## src/rtl/instr_fetch_unit.sv

```systemverilog
// instr_fetch_unit: RISC-V front end. Fetches 32-bit words over a registered
// req/ack handshake (one request outstanding) into a QDEPTH-entry queue.
// Ports:
//   clk, rst               clock, synchronous active-high reset
//   imem_req, imem_addr    registered fetch request and word address
//   imem_ack, imem_rdata   memory accept strobe and same-cycle read data
//   Instr, InstrPC         queue head word and its address (zero when empty)
//   InstrValid, InstrReady head valid / decode consume
//   PCSrc, PCTarget        branch redirect pulse and target address
module instr_fetch_unit #(
    parameter int              XLEN     = 32,
    parameter logic [XLEN-1:0] RESET_PC = 32'h0000_0000,
    parameter int              QDEPTH   = 2
) (
    input  logic            clk,
    input  logic            rst,
    output logic            imem_req,
    output logic [XLEN-1:0] imem_addr,
    input  logic            imem_ack,
    input  logic [31:0]     imem_rdata,
    output logic [31:0]     Instr,
    output logic [XLEN-1:0] InstrPC,
    output logic            InstrValid,
    input  logic            InstrReady,
    input  logic            PCSrc,
    input  logic [XLEN-1:0] PCTarget
);

    localparam int PW = (QDEPTH > 1) ? $clog2(QDEPTH) : 1;
    localparam int CW = $clog2(QDEPTH + 1);

    typedef enum logic [1:0] {
        S_IDLE    = 2'd0,
        S_WAIT    = 2'd1,
        S_DISCARD = 2'd2
    } state_t;

    state_t          state;
    state_t          state_nx;
    logic [XLEN-1:0] fetch_pc;
    logic [XLEN-1:0] pc_nx;
    logic [XLEN-1:0] pc_inc;
    logic [XLEN-1:0] target;
    logic            req_nx;
    logic [XLEN-1:0] addr_nx;

    logic            ack;
    logic            push;
    logic            pop;
    logic            credit;
    logic [CW-1:0]   count;
    logic [CW-1:0]   count_nx;
    logic [PW-1:0]   wr_ptr;
    logic [PW-1:0]   rd_ptr;
    logic [31:0]     mem_instr [QDEPTH];
    logic [XLEN-1:0] mem_pc    [QDEPTH];

    assign target = PCTarget & ~XLEN'(3);
    assign pc_inc = fetch_pc + XLEN'(4);
    assign ack    = imem_req & imem_ack;

    // Only a live fetch in WAIT lands in the queue; a redirect kills it.
    assign push = (state == S_WAIT) & ack & ~PCSrc;
    assign pop  = InstrValid & InstrReady & ~PCSrc;

    // Occupancy after this edge; a new request needs a free slot for its
    // data so that acks never have to be stalled.
    assign count_nx = count + CW'(push) - CW'(pop);
    assign credit   = count_nx < CW'(QDEPTH);

    // State register
    always_ff @(posedge clk) begin
        if (rst) begin
            state <= S_IDLE;
        end else begin
            state <= state_nx;
        end
    end

    // Next-state logic
    always_comb begin
        state_nx = state;
        case (state)
            S_IDLE: begin
                if (!PCSrc && credit) begin
                    state_nx = S_WAIT;
                end
            end
            S_WAIT: begin
                if (ack) begin
                    state_nx = (!PCSrc && credit) ? S_WAIT : S_IDLE;
                end else if (PCSrc) begin
                    state_nx = S_DISCARD;
                end
            end
            S_DISCARD: begin
                if (ack) begin
                    state_nx = S_IDLE;
                end
            end
            default: state_nx = S_IDLE;
        endcase
    end

    // Output logic: next values of the registered request and fetch PC
    always_comb begin
        req_nx  = imem_req;
        addr_nx = imem_addr;
        pc_nx   = fetch_pc;
        if (PCSrc) begin
            pc_nx = target;
        end
        case (state)
            S_IDLE: begin
                if (!PCSrc && credit) begin
                    req_nx  = 1'b1;
                    addr_nx = fetch_pc;
                end
            end
            S_WAIT: begin
                if (ack) begin
                    if (!PCSrc) begin
                        pc_nx  = pc_inc;
                        req_nx = credit;
                        if (credit) begin
                            addr_nx = pc_inc;
                        end
                    end else begin
                        req_nx = 1'b0;
                    end
                end
            end
            S_DISCARD: begin
                // Request stays up on the stale address until memory takes it.
                if (ack) begin
                    req_nx = 1'b0;
                end
            end
            default: req_nx = 1'b0;
        endcase
    end

    always_ff @(posedge clk) begin
        if (rst) begin
            fetch_pc  <= RESET_PC;
            imem_req  <= 1'b0;
            imem_addr <= RESET_PC;
        end else begin
            fetch_pc  <= pc_nx;
            imem_req  <= req_nx;
            imem_addr <= addr_nx;
        end
    end

    // Queue control
    always_ff @(posedge clk) begin
        if (rst || PCSrc) begin
            count  <= '0;
            wr_ptr <= '0;
            rd_ptr <= '0;
        end else begin
            count <= count_nx;
            if (push) begin
                wr_ptr <= wr_ptr + PW'(1);
            end
            if (pop) begin
                rd_ptr <= rd_ptr + PW'(1);
            end
        end
    end

    // Queue storage, no reset needed: entries are qualified by count
    always_ff @(posedge clk) begin
        if (!rst && push) begin
            mem_instr[wr_ptr] <= imem_rdata;
            mem_pc[wr_ptr]    <= fetch_pc;
        end
    end

    assign InstrValid = (count != '0);
    assign Instr      = InstrValid ? mem_instr[rd_ptr] : 32'h0;
    assign InstrPC    = InstrValid ? mem_pc[rd_ptr] : '0;

endmodule

```

## config.mk

```make
export PLATFORM = sky130hd
export DESIGN_NAME = instr_fetch_unit
export DESIGN_NICKNAME = d
export VERILOG_FILES = /design/src/rtl/instr_fetch_unit.sv
export SDC_FILE = /design/constraint.sdc
export NUM_CORES = 1
export LEC_CHECK = 0
export CELL_PAD_IN_SITES_DETAIL_PLACEMENT = 0
export CELL_PAD_IN_SITES_GLOBAL_PLACEMENT = 1
export CORE_UTILIZATION = 40
export DETAILED_ROUTE_END_ITERATION = 10
export GPL_TIMING_DRIVEN = 0
export PLACE_DENSITY_LB_ADDON = 0.1
export SETUP_SLACK_MARGIN = 0.1
export SLEW_MARGIN = 20
export SYNTH_ARGS = -nofsm -noshare
export SYNTH_HDL_FRONTEND = slang
export SYNTH_SLANG_ARGS = --single-unit
```

## constraint.sdc

```tcl
create_clock -name clk -period 12.17 [get_ports clk]
set_input_delay 2.434 -clock clk [delete_from_list [all_inputs] [get_ports clk]]
set_output_delay 2.434 -clock clk [all_outputs]
set_load 0.01 [all_outputs]
```

==> results of run 1 <==
worst max-delay path, delay by kind of cell:
family / cells / cell delay (ps)
xor gates and xnor gates: 1 / 240
buffers and inverters: 5 / 2060
AOI/OAI and AO/OA: 2 / 790
adders and majority gates: 2 / 500
and+or+nand+nor: 3 / 350
worst max path at each step:
stage                                       to  slack [ps]  cells after the start
finish              imem_addr[21]$_SDFFE_PP0P_        6120                     13
global route        imem_addr[22]$_SDFFE_PP0P_        5750                     13
CTS                 imem_addr[21]$_SDFFE_PP0P_        6080                     13
detailed placement  imem_addr[21]$_SDFFE_PP0P_        5630                     13
global placement       mem_pc[0][16]$_DFFE_PP_        2880                      6
floorplan            mem_instr[0][0]$_DFFE_PP_        5650                      5
final cells by class:
type / count / area, um2
tap: 275 / 344
multi-input combinational: 479 / 3080
inverter: 7 / 26.3
buffer: 54 / 230
sequential: 200 / 5290
clock inverter: 13 / 143
timing repair buffer: 166 / 1710
fill: 1886 / 9840
clock buffer: 19 / 433
cell families after synthesis:
kind of cell / after synthesis / synth area share
DFF: 200 / 0.614
AOI/OAI and AO/OA: 84 / 0.0665
muxes: 67 / 0.0779
and+or+nand+nor: 271 / 0.151
xor gates and xnor gates: 54 / 0.0566
adders and majority gates: 3 / 0.00436
buffers and inverters: 61 / 0.0298
flip-flops by register name, summed over array words and instances (netlist names), named ones only:
| register | flops |
|---|---|
| mem_instr | 64 |
| mem_pc | 64 |
| fetch_pc | 32 |
| imem_addr | 32 |
| count | 2 |
| state | 2 |
| imem_req | 1 |
| rd_ptr | 1 |
| wr_ptr | 1 |
synth_stat cells (4+ instances only):
cell type,n
sky130_fd_sc_hd__a211oi_1,39
sky130_fd_sc_hd__a21oi_1,21
sky130_fd_sc_hd__a311oi_1,4
sky130_fd_sc_hd__and2_1,6
sky130_fd_sc_hd__and3_1,9
sky130_fd_sc_hd__buf_1,8
sky130_fd_sc_hd__buf_2,4
sky130_fd_sc_hd__clkbuf_1,36
sky130_fd_sc_hd__dfxtp_1,72
sky130_fd_sc_hd__edfxtp_1,128
sky130_fd_sc_hd__inv_1,7
sky130_fd_sc_hd__mux2i_1,67
sky130_fd_sc_hd__nand2_1,37
sky130_fd_sc_hd__nand3_1,20
sky130_fd_sc_hd__nand4_1,18
sky130_fd_sc_hd__nor2_1,131
sky130_fd_sc_hd__nor3_1,17
sky130_fd_sc_hd__nor4_1,12
sky130_fd_sc_hd__o22ai_1,8
sky130_fd_sc_hd__xnor2_1,21
sky130_fd_sc_hd__xor2_1,32
power breakdown:
| part | switching [W] | internal (W) | total (W) |
|---|---|---|---|
| Clock | 0.000260 | 0.000290 | 0.000550 |
| Combinational | 0.0000622 | 0.0000608 | 0.000123 |
| Sequential | 0.0000193 | 0.000738 | 0.000758 |
| Total | 0.000341 | 0.00109 | 0.00143 |
cells in the final DEF, fill, tap and decap left out, types with 6 or more instances in the layout:
master	count
sky130_fd_sc_hd__xnor2_1	21
sky130_fd_sc_hd__nor2_1	130
sky130_fd_sc_hd__nor4_1	11
sky130_fd_sc_hd__nor3_1	17
sky130_fd_sc_hd__clkbuf_16	17
sky130_fd_sc_hd__xor2_1	32
sky130_fd_sc_hd__dfxtp_1	72
sky130_fd_sc_hd__and3_1	8
sky130_fd_sc_hd__a211oi_1	39
sky130_fd_sc_hd__o22ai_1	8
sky130_fd_sc_hd__and2_1	6
sky130_fd_sc_hd__buf_1	8
sky130_fd_sc_hd__clkbuf_1	38
sky130_fd_sc_hd__mux2i_1	67
sky130_fd_sc_hd__a21oi_1	21
sky130_fd_sc_hd__edfxtp_1	128
sky130_fd_sc_hd__nand2_1	37
sky130_fd_sc_hd__nand3_1	20
sky130_fd_sc_hd__inv_1	7
sky130_fd_sc_hd__nand4_1	18
sky130_fd_sc_hd__clkdlybuf4s50_1	163
per-layer routing:
metal / up-vias / global-route usage / part of all wire
met2: 195 / 0.339 / 0.48
met1: 2967 / 0.273 / 0.45
met3: 20 / 0.0411 / 0.054
met5: - / 0 / 0
li1: 3064 / - / -
met4: 0 / 0.0722 / 0.015
through the flow:
| stage | hold slack [ps] | utilization | setup slack (ps) | instance area [um2] |
|---|---|---|---|---|
| finish | 455 | 0.533 | 6120 | 11200 |
| global route | 464 | 0.533 | 5750 | 11200 |
| CTS | 453 | 0.533 | 6080 | 11200 |
| detailed placement | 437 | 0.506 | 5630 | 10700 |
| global placement | 442 | 0.502 | 2880 | 10600 |
| floorplan | 420 | - | 5650 | 8600 |
==> impl_summary.md, run 1 <==
Worst setup path
For flop-to-flop paths, the worst setup slack is 8710 ps. By startpoint and endpoint, the worst setup path is classified as in2reg. STA classifies the critical path endpoint as a flip-flop. The type of element launching the critical path is an input port. The slowest stage of the critical path belongs to the cell sky130_fd_sc_hd__a21oi_1. The signal on the critical path passes through clkdlybuf4s50_1 -> clkbuf_1 -> buf_1 -> nor2_1 -> ha_1 -> inv_1 -> ha_1 -> xnor3_1 -> nand2_1 -> a21oi_1 -> clkbuf_1 -> nor2_1 -> a211oi_1. The endpoint identified for the worst register-to-register timing path is imem_addr[21]$_SDFFE_PP0P_. The critical path starts at PCSrc. The endpoint arrival time on the critical path is 6390 ps. At the worst endpoint, the required time is 12510 ps.

The reg-to-reg critical path startpoint is state[1]$_SDFFE_PP0P_. The number of cells on the worst reg-to-reg path is 10. In this design, the stage delay of the slowest critical-path cell is 580 ps. The maximum fanout count along the critical path is 10.

Placed design
The count of buffers from port buffering is 163. Once placement completed, the tool counted placed cells totaling 1181. Once detailed placement completed, the half-perimeter wirelength came to 15800 um. The final weighted congestion in routability-driven placement is 0.857.

Clock network
After clock tree synthesis, the clock-pin slew on the worst setup and hold paths is 70 ps. The number of instances resized during post-cts repair is 0. The latest clock arrival within the worst-skew pair is 430 ps.

Buffers inserted during clock tree synthesis total 17. The master cell of the clock root buffer is sky130_fd_sc_hd__clkbuf_16. In this run the deepest clock path goes through 2 buffers. The hold-fix buffer count after cts is 0.

The TritonCTS clock tree is built. CTS built an H-tree with a depth of 4. CTS saw 200 sinks. The number of post-CTS setup repair buffers is 0.

Global routing
In the global route stage, overall resource usage came out at 0.207. The total overflow left after global routing is 0. The wire length of the first global-routing pass is 34400 um. The via count of the first global-routing pass is 6317. The largest net degree at the start of global routing is 46. The initial antenna violation count came to 0.

Floorplan
The starting utilization of the core area is 0.408. The die covers 22100 um2. The die span in y is 149 um. In this run the standard cell core region covers 21100 um2. In this run the horizontal extent of the chip is 149 um. The number of rows created at floorplan is 53. Pin placement for this block handled 167 I/O pins.

Synthesis
During synthesis, Yosys emitted a total of 0 warnings. The number of enable-type register cells in the synthesized netlist is 128. The area share of the largest cell type after synthesis is 0.447. The total of flip-flops plus latches after synthesis is 200. The async set or reset register ratio after synthesis is 0. The most frequently used flop master after synthesis is sky130_fd_sc_hd__edfxtp_1. The post-synthesis sequential area ratio is 0.614. The total standard cell area after synthesis is 8600 um2. After technology mapping, the gate count stands at 740. Of all cell types, the one taking the most synthesized area is sky130_fd_sc_hd__edfxtp_1. The synthesized netlist net count is 812. The number of different library cells used by synthesis comes to 49.

Sorting the synthesized cells by area gives the leading types as sky130_fd_sc_hd__edfxtp_1 (45%), sky130_fd_sc_hd__dfxtp_1 (17%), sky130_fd_sc_hd__mux2i_1 (7.8%). The mean cell area of the mapped netlist is 11.6 um2.

Worst hold path
The worst hold path terminates at mem_pc[1][20]$_DFFE_PP_. The worst hold path belongs to the class reg2reg. The instance count along the most critical hold path is 0. The startpoint identified for the worst hold timing path is fetch_pc[20]$_SDFF_PP0_.

Routing
For this block, the routed nets add up to 21900 um of wire. The number of detailed-routing iterations run before antenna repair is 5. The detailed-route vias per instance is 5.15. The final routed DRC violation total is 0.

The routed length per placed instance is 18.1 um. The DRC violation total after the first TritonRoute iteration is 384. The detail route stage leaves a number of antenna-violating nets equal to 0. The overall via count from detail_route is 6246.

STA
Setup total negative slack on the finished layout was measured at 0 ps. Setup repair after global routing left no endpoint under its margin. The maximum achievable frequency is 165 MHz.

In the finished design, the share of the clock period the worst path needs comes to 0.497. The number of hold violations in the final report is 0. At the pin with the least slew margin, the transition time is 1080 ps. The max-slew violation count is 0. The total of endpoints with negative setup slack in the final report is 0. The clock arrives with 13.2 ps of skew. The worst slew slack as a fraction of its limit is 0.274.

The clock period could shrink to 6050 ps.

Power
The worst ir drop on vdd is 97.8 uV. The analysis attributes to cell leakage a power of 3.63 nW. The design draws 0.00143 W. Dividing total power by cell area gives a power density of 127 nW/um2.

Status
The run finished with clean final reports.

Final layout
The fraction of final layout cells sized beyond drive strength 1 is 0.0565. The final cell count without fillers is 1213. Compared with the post-synthesis result, the final layout area differs by 30.7%. 0 antenna diodes ended up in the layout. The net count of the finished layout is 997.

Run
The tool flagged a number of max-cap violations equal to 0.
Note: power is estimated with default switching activity, not from simulation.
==> run 2, diff against run 1 <==
- clock period: 12.17 -> 6.3 ns (I/O delays scaled with it)
==> results of run 2 <==
The final DEF is identical to that of run 1. Status: completed.
Among the figures that moved: setup slack after placement 5630 ps -> 936 ps; setup slack after layout 6120 ps -> 1430 ps; register-to-register setup slack 8710 ps -> 2840 ps; total power 0.00143 W -> 0.00276 W; worst IR drop on VDD 97.8 uV -> 189 uV
==> run 3, diff against run 2 <==
- clock period: 6.3 -> 4.5 ns (I/O delays scaled with it)
==> run 3 against run 2 <==
Combinational power increased by 39%. Sequential cell count is the same. Sequential share of layout area fell by 0.19 points. Non-clock buffer count unchanged. Sequential power rose by 40%. Hold slack improved by 4.9 ps. Global-route usage shrank 0.56 points. Wire length is 0.64% lower. Critical path type unchanged. Design area grew 0.41%. Critical endpoint unchanged.
==> impl_summary.md, run 3 (synthesized netlist as in run 1, its figures left out) <==
Clock network
TritonCTS built the clock tree. The latest clock arrival within the worst-skew pair is 430 ps (about the same). The number of sinks handled by clock tree synthesis is 200 (unchanged). The clock transition at the registers of the reported paths came to 70 ps (about the same). The number of buffers added by the clock tree synthesis step is 17 (unchanged). The level count of the clock H-tree is 4 (unchanged). The number of buffers on the longest clock path is 2 (unchanged).

The hold-fix buffer count after cts is 0 (unchanged). In this run the clock root is driven by a sky130_fd_sc_hd__clkbuf_16.

Placed design
The final weighted congestion in routability-driven placement is 0.873 (+1.9%). The detailed placement HPWL was 15600 um (-1.2%). The count of buffers from port buffering is 163 (unchanged). At the placement stage, the worst setup path has a slack of -419 ps.

Worst setup path
The critical path in this run is classified as in2reg. The endpoint arrival time on the critical path is 4370 ps. The cell family contributing the most delay on the critical path is buffers and inverters. The largest stage delay on the critical path was 530 ps (-50 ps). The endpoint class of the critical path is a flip-flop. The maximum fanout count along the critical path was 10 (unchanged). The standard cell with the maximum stage delay on the critical path is sky130_fd_sc_hd__clkdlybuf4s50_1. At the worst endpoint, the required time is 4830 ps. STA classifies the critical path startpoint as an input port. Walking the worst path, the cells encountered are clkdlybuf4s50_1 -> clkbuf_1 -> clkbuf_2 -> nor2_1 -> ha_1 -> inv_1 -> ha_1 -> xnor3_1 -> nand2_1 -> a21oi_2 -> clkbuf_1 -> nor2_1 -> a211oi_1. The worst path buffer plus inverter count was 5 (unchanged).

Routing
The DRC violation total after the first TritonRoute iteration is 398 (+3.6%). The overall via count from detail_route is 6237 (-0.14%). The detailed-route vias per instance came to 5.14 (-0.14%). The routed wire length is 21800 um (-0.64%). The number of detailed-routing iterations run before antenna repair came to 5 (unchanged).

The routed length per placed instance is 18.0 um (-0.64%). The final routed DRC violation total is 0 (unchanged). The post-detailed-route count of antenna-violating nets was 0 (unchanged).

Final layout
The final net count came to 997 (unchanged). The synthesis-to-layout area growth is 31.3%. The largest registers in the layout are mem_instr (64), mem_pc (64). The number of diodes added for antenna fixing was 0 (unchanged).

The library cells used most frequently in the layout, excluding fill and tap cells, are sky130_fd_sc_hd__clkdlybuf4s50_1 (163), sky130_fd_sc_hd__nor2_1 (130), sky130_fd_sc_hd__edfxtp_1 (128). The most frequent standard cell in the layout excluding fill and tap cells is sky130_fd_sc_hd__clkdlybuf4s50_1. The fraction of final layout cells sized beyond drive strength 1 was 0.0565 (unchanged).

The area occupied by multi-input gates was 3090 um2 (+0.12%). The number of inserted filler cells in the final layout came to 1863 (-1.2%). The sequential cell area came to 5290 um2 (unchanged).

Floorplan
The die area was 22100 um2 (unchanged). The number of rows created at floorplan is 53 (unchanged). The number of ports placed on the die boundary was 167 (unchanged). The die extent in x is 149 um (unchanged).

The starting utilization of the core area is 0.408 (unchanged). The placeable core area is 21100 um2 (unchanged). The die span in y is 149 um (unchanged).

STA
The number of hold violations in the final report is 0 (unchanged). Setup repair after global routing left no endpoint under its margin. The max-slew violation count came to 0 (unchanged).

Of the available clock period, the critical path in the final layout requires 0.897. The worst setup margin is 463 ps. Timing would allow up to 248 MHz.

The clock period minus final worst setup slack is 4040 ps. The total of endpoints with negative setup slack in the final report is 0 (unchanged). The measured slew at the worst slew-check pin came to 1030 ps (-51.3 ps).

The worst slew slack as a fraction of its limit came to 0.308 (+0.0345). The aggregate negative setup slack came to 0 ps (unchanged). The maximum clock skew at final layout is 12.7 ps (-0.511 ps).

Global routing
The wire length of the first global-routing pass is 33700 um (-2.1%). The via count of the first global-routing pass was 6126 (-3.0%). The combined global-route utilization of all metal layers was 0.201 (-0.00559).

The initial antenna violation count is 0 (unchanged). The remaining global-route overflow is 0 (unchanged). The largest net degree at the start of global routing is 47 (+2.2%).

Power
The leakage power of the design is 3.65 nW (+0.68%). Across the VDD grid, the largest voltage drop is 242 uV. The total power density per cell area is 353 nW/um2.

Run
The max capacitance violation total was 0 (unchanged).

Worst hold path
The tightest min-delay check is of the reg2reg type.

Status
The run finished with clean final reports.
==> run 3: per-layer routing <==
metal  GRT usage  wire length, um  vias to the layer above
li1            -                -                     3052
met1       0.258             9590                     3000
met2       0.350            10900                      169
met3      0.0383             1090                       16
met4      0.0479              205                        0
met5           0                0                        -
==> run 3: power by group <==
group	leakage (nW)	internal [W]	switching (W)
Clock	0.301	0.000938	0.000665
Sequential	1.75	0.00200	0.0000514
Combinational	1.60	0.000165	0.000166
==> run 3: area by class of cell <==
cell class,instances,area share
well taps,275,0.0305
clock buffers,21,0.0390
plain buffers,54,0.0205
multi-input cells,479,0.273
repair buffers,166,0.151
inverters,7,0.00233
clock inverters,11,0.0156
flip-flops and latches,200,0.468
==> run 3: through the flow <==
step	hold WS, ps	instance area [um2]	util	total power, W	cells
after floorplan	420	8610	-	0.00223	740
after global placement	442	10600	0.502	0.00241	1178
after detailed placement	446	10700	0.506	0.00242	1181
after CTS	461	11300	0.536	0.00401	1213
after global routing	484	11300	0.536	0.00411	1213
final	460	11300	0.536	0.00398	1213
==> run 3: worst reg2reg max path, stage by stage (launching register included) <==
cell and delay (ps):
sky130_fd_sc_hd__dfxtp_1 310, sky130_fd_sc_hd__buf_4 150, sky130_fd_sc_hd__and4b_1 190, sky130_fd_sc_hd__clkbuf_1 440, sky130_fd_sc_hd__clkbuf_1 530, sky130_fd_sc_hd__nand2_1 350, sky130_fd_sc_hd__nor2_4 590, sky130_fd_sc_hd__buf_16 250
sky130_fd_sc_hd__buf_12 200
==> run 3: repair_timing <==
| item | 4_1_cts | 5_1_grt |
|---|---|---|
| resized for setup | 1 | 1 |
| buffers inserted | 0 | 0 |
| hold endpoints to repair | 0 | 0 |
| pin swaps | 0 | 0 |
| setup endpoints to repair | 9 | 26 |
==> run 3: path summary, 6_finish.rpt <==
path	from	endpoint	slack, ps	cells after the start
max	PCSrc	imem_addr[21]$_SDFFE_PP0P_	460	13
max reg2reg	state[0]$_SDFFE_PP0P_	mem_pc[0][17]$_DFFE_PP_	1150	8
min	imem_addr[0]$_SDFFE_PP0P_	imem_addr[0]$_SDFFE_PP0P_	460	2
min reg2reg	imem_addr[0]$_SDFFE_PP0P_	imem_addr[0]$_SDFFE_PP0P_	460	2
